<file path="src/rtl/program_sequencer_if.sv">
// Program sequencer bus: load port, processor handshake, status.
// Master drives loads/handshake; slave is the sequencer.
interface program_sequencer_if;
  logic       LOAD;
  logic [9:0] LD_DATA;
  logic       START;
  logic       BUS_TAKE;
  logic       DONE;
  logic [9:0] OUT_DATA_BUS;
  logic       STEP;
  logic [3:0] PC;
  logic [4:0] COUNT;
  logic       BUSY;
  logic       FINISHED;
  logic       ERR;

  modport master (
    output LOAD, LD_DATA, START,
    output BUS_TAKE, DONE,
    input  OUT_DATA_BUS, STEP, PC, COUNT,
    input  BUSY, FINISHED, ERR
  );

  modport slave (
    input  LOAD, LD_DATA, START,
    input  BUS_TAKE, DONE,
    output OUT_DATA_BUS, STEP, PC, COUNT,
    output BUSY, FINISHED, ERR
  );
endinterface

</file>
<file path="src/rtl/program_sequencer.sv">
// Program sequencer: stores up to 16 words and replays them
// to a processor input bus, one settled word per STEP pulse.
module program_sequencer #(
  parameter int SETTLE = 2,
  parameter int WDOG   = 8
) (
  input logic CLK50MHz,
  input logic CLR,
  program_sequencer_if.slave bus
);

  localparam int WW = (WDOG < 2) ? 1 : $clog2(WDOG + 1);
  localparam logic [2:0]    ST_LAST = 3'(SETTLE - 1);
  localparam logic [WW-1:0] WD_LAST = WW'(WDOG - 1);

  typedef enum logic [2:0] {
    S_IDLE, S_SETUP, S_STEP, S_FIN, S_ERR
  } state_t;

  state_t        state_q, state_d;
  logic [4:0]    pc_q, pc_d;
  logic [4:0]    count_q, count_d;
  logic [WW-1:0] wd_q, wd_d;
  logic [2:0]    st_q, st_d;
  logic          bt_q, bt_d;
  logic          dn_q, dn_d;
  logic [9:0]    out_q, out_d;
  logic          we;
  logic          pc_lt;
  logic          pc_eq;

  logic [9:0] mem_q [16];

  // pc is 5 bits so it can sit at COUNT=16; PC shows the low 4.
  assign pc_lt = pc_q < count_q;
  assign pc_eq = pc_q == count_q;

  // Program store; survives CLR, and CLR blocks writes.
  always_ff @(posedge CLK50MHz) begin
    if (we && !CLR) mem_q[count_q[3:0]] <= bus.LD_DATA;
  end

  // Next-state, counters and the word presented on the bus.
  always_comb begin
    state_d = state_q;
    pc_d    = pc_q;
    count_d = count_q;
    wd_d    = wd_q;
    st_d    = st_q;
    bt_d    = bt_q;
    dn_d    = dn_q;
    we      = 1'b0;
    out_d   = '0;
    unique case (state_q)
      S_IDLE, S_FIN: begin
        if (bus.LOAD) begin
          if (!count_q[4]) begin
            we      = 1'b1;
            count_d = count_q + 5'd1;
          end
        end else if (bus.START) begin
          pc_d    = '0;
          wd_d    = '0;
          st_d    = '0;
          state_d = (count_q == 5'd0) ? S_FIN : S_SETUP;
        end
      end
      S_SETUP: begin
        if (st_q == ST_LAST) begin
          bt_d = bus.BUS_TAKE;
          dn_d = bus.DONE;
          if (bus.BUS_TAKE && pc_eq) state_d = S_ERR;
          else                       state_d = S_STEP;
        end else begin
          st_d = st_q + 3'd1;
        end
      end
      S_STEP: begin
        st_d = '0;
        if (bt_q) begin
          pc_d    = pc_q + 5'd1;
          wd_d    = '0;
          state_d = S_SETUP;
        end else if (pc_eq && dn_q) begin
          state_d = S_FIN;
        end else begin
          wd_d    = wd_q + 1'b1;
          state_d = (wd_q == WD_LAST) ? S_ERR : S_SETUP;
        end
      end
      S_ERR: begin
        state_d = S_ERR;
      end
      default: begin
        state_d = S_IDLE;
      end
    endcase
    if ((state_d == S_SETUP || state_d == S_STEP)
        && pc_d < count_q)
      out_d = mem_q[pc_d[3:0]];
  end

  // State and counter registers with synchronous clear.
  always_ff @(posedge CLK50MHz) begin
    if (CLR) begin
      state_q <= S_IDLE;
      pc_q    <= '0;
      count_q <= '0;
      wd_q    <= '0;
      st_q    <= '0;
      bt_q    <= 1'b0;
      dn_q    <= 1'b0;
      out_q   <= '0;
    end else begin
      state_q <= state_d;
      pc_q    <= pc_d;
      count_q <= count_d;
      wd_q    <= wd_d;
      st_q    <= st_d;
      bt_q    <= bt_d;
      dn_q    <= dn_d;
      out_q   <= out_d;
    end
  end

  assign bus.OUT_DATA_BUS = out_q;
  assign bus.STEP         = state_q == S_STEP;
  assign bus.PC           = pc_q[3:0];
  assign bus.COUNT        = count_q;
  assign bus.BUSY         = state_q == S_SETUP
                         || state_q == S_STEP;
  assign bus.FINISHED     = state_q == S_FIN;
  assign bus.ERR          = state_q == S_ERR;

  logic unused;
  assign unused = pc_lt;

endmodule

</file>
<file path="src/flat_wrapper.sv">
// flat-port wrapper written by rule: the top's interface ports become plain ports
module program_sequencer_flat 
#(
  parameter int SETTLE = 2,
  parameter int WDOG   = 8
)
  (CLK50MHz, CLR, bus_LOAD, bus_LD_DATA, bus_START, bus_BUS_TAKE, bus_DONE, bus_OUT_DATA_BUS, bus_STEP, bus_PC, bus_COUNT, bus_BUSY, bus_FINISHED, bus_ERR);
  program_sequencer_if bus_i ();
  input logic CLK50MHz;
  input logic CLR;
  input wire logic [$bits(bus_i.LOAD)-1:0] bus_LOAD;
  input wire logic [$bits(bus_i.LD_DATA)-1:0] bus_LD_DATA;
  input wire logic [$bits(bus_i.START)-1:0] bus_START;
  input wire logic [$bits(bus_i.BUS_TAKE)-1:0] bus_BUS_TAKE;
  input wire logic [$bits(bus_i.DONE)-1:0] bus_DONE;
  output wire logic [$bits(bus_i.OUT_DATA_BUS)-1:0] bus_OUT_DATA_BUS;
  output wire logic [$bits(bus_i.STEP)-1:0] bus_STEP;
  output wire logic [$bits(bus_i.PC)-1:0] bus_PC;
  output wire logic [$bits(bus_i.COUNT)-1:0] bus_COUNT;
  output wire logic [$bits(bus_i.BUSY)-1:0] bus_BUSY;
  output wire logic [$bits(bus_i.FINISHED)-1:0] bus_FINISHED;
  output wire logic [$bits(bus_i.ERR)-1:0] bus_ERR;
  assign bus_i.LOAD = bus_LOAD;
  assign bus_i.LD_DATA = bus_LD_DATA;
  assign bus_i.START = bus_START;
  assign bus_i.BUS_TAKE = bus_BUS_TAKE;
  assign bus_i.DONE = bus_DONE;
  assign bus_OUT_DATA_BUS = bus_i.OUT_DATA_BUS;
  assign bus_STEP = bus_i.STEP;
  assign bus_PC = bus_i.PC;
  assign bus_COUNT = bus_i.COUNT;
  assign bus_BUSY = bus_i.BUSY;
  assign bus_FINISHED = bus_i.FINISHED;
  assign bus_ERR = bus_i.ERR;
  program_sequencer #(.SETTLE(SETTLE), .WDOG(WDOG)) u_core (.CLK50MHz(CLK50MHz), .CLR(CLR), .bus(bus_i));
endmodule
</file>
<file path="config.mk">
export PLATFORM = sky130hd
export DESIGN_NAME = program_sequencer_flat
export DESIGN_NICKNAME = d
export VERILOG_FILES = /design/src/rtl/program_sequencer_if.sv /design/src/rtl/program_sequencer.sv /design/src/flat_wrapper.sv
export SDC_FILE = /design/constraint.sdc
export NUM_CORES = 1
export LEC_CHECK = 0
export CORE_ASPECT_RATIO = 0.9
export CORE_MARGIN = 2
export CORE_UTILIZATION = 35
export CTS_BUF_LIST = sky130_fd_sc_hd__clkbuf_8
export DETAILED_ROUTE_END_ITERATION = 7
export DONT_BUFFER_PORTS = 1
export SLEW_MARGIN = 20
export SYNTH_ARGS = -nofsm -noshare
export SYNTH_HDL_FRONTEND = slang
export SYNTH_SLANG_ARGS = --single-unit
</file>
<file path="constraint.sdc">
create_clock -name CLK50MHz -period 6.15 [get_ports CLK50MHz]
set_input_delay 1.23 -clock CLK50MHz [delete_from_list [all_inputs] [get_ports CLK50MHz]]
set_output_delay 1.23 -clock CLK50MHz [all_outputs]
set_load 0.01 [all_outputs]
</file>
# Yosys cells after proc, flatten, opt, wreduce, memory -nomap -nowiden
# Memory sizes are Yosys's and may differ from the RTL's. A register that Yosys moved wholly into a read port is not among the register bits.
# Cells that the tools add are included.
dict set report classes {
  add_sub_neg 4
  reduce_logical 18
  n_bitwise 2
  order_cmp 1
  n_mux 28
  n_eq_ne 13
}
# operator n
set ops {}
lappend ops {{3-bit two-way mux} 10}
lappend ops {{5-bit two-way mux} 4}
lappend ops {{4-bit two-way mux} 4}
lappend ops {{3-bit case mux with 4 select lines} 1}
lappend ops {{5-bit by 1-bit adder with 5-bit output, second input constant} 2}
lappend ops {{5-bit case mux with 2 select lines} 1}
lappend ops {{3-bit by 1-bit equality test with 1-bit output, second input constant} 3}
lappend ops {{3-bit by 2-bit equality test with 1-bit output, second input constant} 3}
lappend ops {{3-bit case mux with 3 select lines} 1}
lappend ops {{4-bit case mux with 2 select lines} 1}
lappend ops {{4-bit AND reduction} 2}
lappend ops {{2-bit inequality test, second input constant} 3}
lappend ops {{5-bit equality test} 1}
lappend ops {{5-bit zero test} 1}
lappend ops {{5-bit < comparator} 1}
lappend ops {{1-bit two-way mux} 5}
lappend ops {{4-bit by 1-bit adder with 4-bit output, second input constant} 1}
lappend ops {{4-bit by 3-bit equality test with 1-bit output, second input constant} 1}
lappend ops {{1-bit logical AND} 4}
lappend ops {{2-bit AND reduction} 2}
lappend ops {{2-bit OR reduction} 2}
lappend ops {{3-bit by 1-bit adder with 3-bit output, second input constant} 1}
lappend ops {{3-bit equality test, second input constant} 1}
lappend ops {{3-bit zero test} 1}
lappend ops {{other kinds (8)} 10}
dict set report totals {
  input_bits 16
  ramBits 160
  mem_count 1
  ff_bits 22
  elab_cells 75
}
# name depth word_bits rd rd_clocked_by_memory_dff wr line
set mem_list {}
lappend mem_list {u_core.mem_q 16 10 1 1 1 program_sequencer.sv:32} ;# logic [9:0] mem_q [16];

# Depth between registers and ports, before layout
dict set report logic_depth {
  depth_word 10
  mapped_depth 12
}

# Least setup slack after synthesis
# OpenSTA, ideal clock, no wires.
dict set report synth_timing {
  path_type {input to register}
  startpoint {input port bus_START}
  endpoint {register u_core.out_q[0], in the netlist u_core.bus.OUT_DATA_BUS[0], read port of u_core.mem_q}
  cell_stages 10
  slack_ps 2426
  path_buffers 1
  arrival_ps 3646
  setup_time_ps 78
  cell_sequence {nor2b_1 -> nand3_1 -> a31oi_1 -> inv_1 -> clkbuf_1 -> ha_1 -> or4_4 -> a211oi_4 -> nand3_2 -> o22ai_1}
}
dict set report synth_between {
  word_cells_on_any_way 13
  classes_between {1 x order compare; 2 x eq/ne; 6 x mux; 1 x bitwise; 3 x reduce/logical}
}
# item line
set synth_rtl {}
lappend synth_rtl {{from (decl)} flat_wrapper.sv:13} ;# input wire logic [$bits(bus_i.START)-1:0] bus_START;
lappend synth_rtl {{5-bit two-way mux (*)} program_sequencer.sv:61} ;# end else if (bus.START) begin
lappend synth_rtl {{5-bit two-way mux (*)} program_sequencer.sv:56} ;# if (bus.LOAD) begin
lappend synth_rtl {{5-bit case mux with 2 select lines (*)} program_sequencer.sv:54} ;# unique case (state_q)
lappend synth_rtl {{named net u_core.pc_d[1]} program_sequencer.sv:21} ;# logic [4:0] pc_q, pc_d;
lappend synth_rtl {{5-bit < comparator} program_sequencer.sv:99} ;# && pc_d < count_q)
lappend synth_rtl {{1-bit logical AND} program_sequencer.sv:99}
lappend synth_rtl {{1-bit NOT (no source line)} --}
lappend synth_rtl {{2-bit OR reduction (no source line)} --}
lappend synth_rtl {{to (decl)} program_sequencer.sv:27} ;# logic [9:0] out_q, out_d;
# Mark *: on every way through the listed nets, which the timed path passes. The rest lies on a longest branch.
# A chain may end at the register's enable or synchronous reset.

# Worst setup path after layout
dict set report layout_timing {
  startpoint {input port bus_START}
  endpoint {register u_core.out_q[2], in the netlist u_core.bus.OUT_DATA_BUS[2], read port of u_core.mem_q}
}
dict set report layout_between {
  elab_chain_cells 8
  word_cells_on_any_way 13
  classes_between {1 x order compare; 2 x eq/ne; 6 x mux; 1 x bitwise; 3 x reduce/logical}
}
# item
set layout_lines {}
lappend layout_lines {{branches (longest 8 deep; another with 5-bit < comparator)}}
# Parallel ways; which one is timed is not known.

==> flow_summary.yaml <==
run_status:
  status: "finished, final reports clean"
floorplan:
  rows: 53
  initial_core_util: 0.358
  ioPinCount: 39
  core_um2: 23400
  die_x_um: 167
  die_h_um: 151
  dieArea_um2: 25200
routing:
  num_vias: 5571
  dr.pass1.iters: 5
  vias_per_cell: 5.80
  ant_nets: 0
  wl_mm: 21.2
  drc: 0
  routedWlPerCell_um: 22.1
  dr.first_iter.drc_count: 622
setup_path:
  cpPeakStageDelay_ps: 530
  r2r-start: "u_core.pc_q[1]"
  crit_path_max_fanout: 21
  path_buf_inv: 1
  arrival_ps: 4460
  startpoint_type: "input port"
  cp.required_ps: 6550
  critical_path_class: "in -> reg"
  crit_chain: "nor2b_1, nand3_1, a31oi_1, inv_1, ha_1, or4_4, a211oi_4, nand3_2, o22ai_1"
  worstSetupEndpointType: "register"
  reg2reg_to: "u_core.bus.OUT_DATA_BUS[2]"
  rrSetupSlack_ps: 2310
  cpLargestDelayFamily: "simple AND/OR/NAND/NOR gates"
  cp_slowest_cell: "or4_4"
  r2r_cells: 10
logic_synthesis:
  synth.distinct_cells: 65
  yosys_most_used_dff: "edfxtp_1"
  synth_area_um2: 8370
  netlist_instances: 671
  synth_edf_count: 160
  ys.warnings.count: 0
  ys_seq_area_frac: 0.651
  async_flop_share: 0
  syn-num-nets: 699
  avgSynthCellArea_um2: 12.5
  ys_ff_latch: 192
clock_network:
  cts_tree: "built"
  clkTransAtPathRegs_ps: 90
  h-tree-depth: 4
  postCtsSetupBuffers: 0
  clock-sinks: 192
  cts_root_buf: "clkbuf_8"
  insertion_delay_ps: 480
  ctsResizeCount: 0
  clock_path_buffers: 2
  cts_made_buffers: 17
  cts_hold_buf: 0
timing:
  drv_slew: 0
  tightest_slew_ps: 1130
  finalClockSkew_ps: 18.8
  slew_headroom: 0.243
  rsz0062_at_grt: "false"
  setup_viol: 0
  timing.fmax_mhz: 246
  finalSetupTns_ps: 0
  fin_crit_sh: 0.660
  hold_viol: 0
  min_period_ps: 4060
global_route:
  first_global_vias: 5399
  grtUsageTotal: 0.170
  gr-total-overflow: 0
  grt_max_degree: 65
  grt_pass1_wl_mm: 32.5
  antenna_found_initial: 0
layout:
  multiInputGateArea_um2: 2690
  n_antenna_cell: 0
  syn_to_final_growth_pct: 7.31
  layout_commonest_cell: "edfxtp_1"
  fin_nets: 673
  drive_gt1_frac: 0.106
  seq_area_um2: 5450
  fillers: 2213
  final_cell_mix: "edfxtp_1, nand3_1, o21ai_0, nand4_1, dfxtp_1"
placement:
  gp_congestion: 0.873
  hpwl_mm: 12.9
  io_buffers: 0
power:
  power.density_nw_per_um2: 260
  total_power_mw: 2.34
  vdd_drop_max_uv: 129
  power.leakage_nw: 2.86
hold_path:
  min_path_type: "reg -> reg"
  hp-start: "u_core.st_q[1]"
  worstHoldPathCells: 2
  hold_end: "u_core.st_q[1]"
job:
  cap_viol_max_count: 0
[how the worst max path moves through the flow]
stage | cells after the start | start | end
6_report | 9 | bus_START | u_core.bus.OUT_DATA_BUS[2]
5_1_grt | 9 | bus_START | u_core.bus.OUT_DATA_BUS[2]
4_1_cts | 9 | bus_START | u_core.bus.OUT_DATA_BUS[2]
3_5_place_dp | 9 | bus_START | u_core.bus.OUT_DATA_BUS[4]
3_3_place_gp | 9 | bus_START | u_core.bus.OUT_DATA_BUS[8]
2_1_floorplan | 10 | bus_START | u_core.bus.OUT_DATA_BUS[0]
[through the flow]
stage | utilization | hold WS (ps) | cells | setup WS (ps) | instance area [µm²]
floorplan | - | 449 | 671 | 2430 | 8370
global placement | 0.367 | 451 | 928 | 1800 | 8600
detailed placement | 0.367 | 470 | 928 | 1700 | 8600
CTS | 0.383 | 487 | 960 | 2170 | 8960
global route | 0.384 | 527 | 960 | 1820 | 8980
finish | 0.384 | 479 | 960 | 2090 | 8980
[cell type report]
cell class              instances  area share
inverters                      13     0.00571
clock buffers                  17      0.0260
well taps                     302      0.0421
flip-flops and latches        192       0.606
clock inverters                15      0.0143
repair buffers                  8     0.00669
multi-input cells             413       0.299
[power by group]
group          switching (mW)  leakage, nW  internal, mW
clock network           0.478        0.182         0.292
logic                  0.0747        0.981        0.0430
registers              0.0222         1.70          1.42
total                   0.575         2.86          1.76
[worst reg2reg max path: cells and delay by family (launching register included)]
kind	cells	cell delay [ps]
flip-flops	1	620
buffers and inverters	1	500
adder cells (fa/ha/maj)	2	720
AND/OR/NAND/NOR	3	880
AO/OA/AOI/OAI	4	1040
[synthesized netlist by cell type, types with 3 or more instances]
cell type | count | area share
mux2i_1 | 3 | 0.0036
mux2_2 | 9 | 0.012
nor2b_1 | 6 | 0.0045
nand2b_1 | 5 | 0.0037
o22ai_1 | 11 | 0.0082
mux2_1 | 9 | 0.012
xnor2_1 | 9 | 0.0094
buf_4 | 5 | 0.0045
a211o_1 | 3 | 0.0031
dfxtp_1 | 32 | 0.077
a21oi_1 | 10 | 0.0060
a31oi_1 | 4 | 0.0030
ha_1 | 12 | 0.018
nand3_1 | 90 | 0.054
nand4_1 | 50 | 0.037
nor2_1 | 30 | 0.013
a21o_1 | 4 | 0.0036
clkbuf_1 | 44 | 0.020
edfxtp_1 | 160 | 0.57
inv_1 | 11 | 0.0049
o2111ai_1 | 18 | 0.019
nor3_1 | 10 | 0.0060
nand2_1 | 17 | 0.0076
o21ai_0 | 66 | 0.039
[sequential cells by signal (all words and copies together) (netlist names), 3 cells and up]
register                 count
u_core.st_q                  3
u_core.mem_q               160
u_core.pc_q                  5
u_core.state_q               3
u_core.bus.COUNT             5
u_core.wd_q                  4
u_core.bus.OUT_DATA_BUS     10
[cells by family (layout without fill, tap and decap cells)]
family          Yosys count  in the layout  share of synthesized area
compound gates          133            133                      0.100
xor+xnor                 10             10                     0.0105
fa+ha+maj                12             12                     0.0179
buf+inv                  66             53                     0.0342
flops                   192            192                      0.651
mux                      21             21                     0.0278
simple gates            237            237                      0.159
[per-layer routing]
| metal | up-vias | routed length [µm] | global-route usage |
|---|---|---|---|
| met5 | - | 0 | 0 |
| met4 | 0 | 332 | 0.0578 |
| met3 | 27 | 1300 | 0.0310 |
| met2 | 199 | 10400 | 0.284 |
| met1 | 2796 | 9140 | 0.224 |
| li1 | 2549 | - | - |
(Power assumes the default switching activity.)
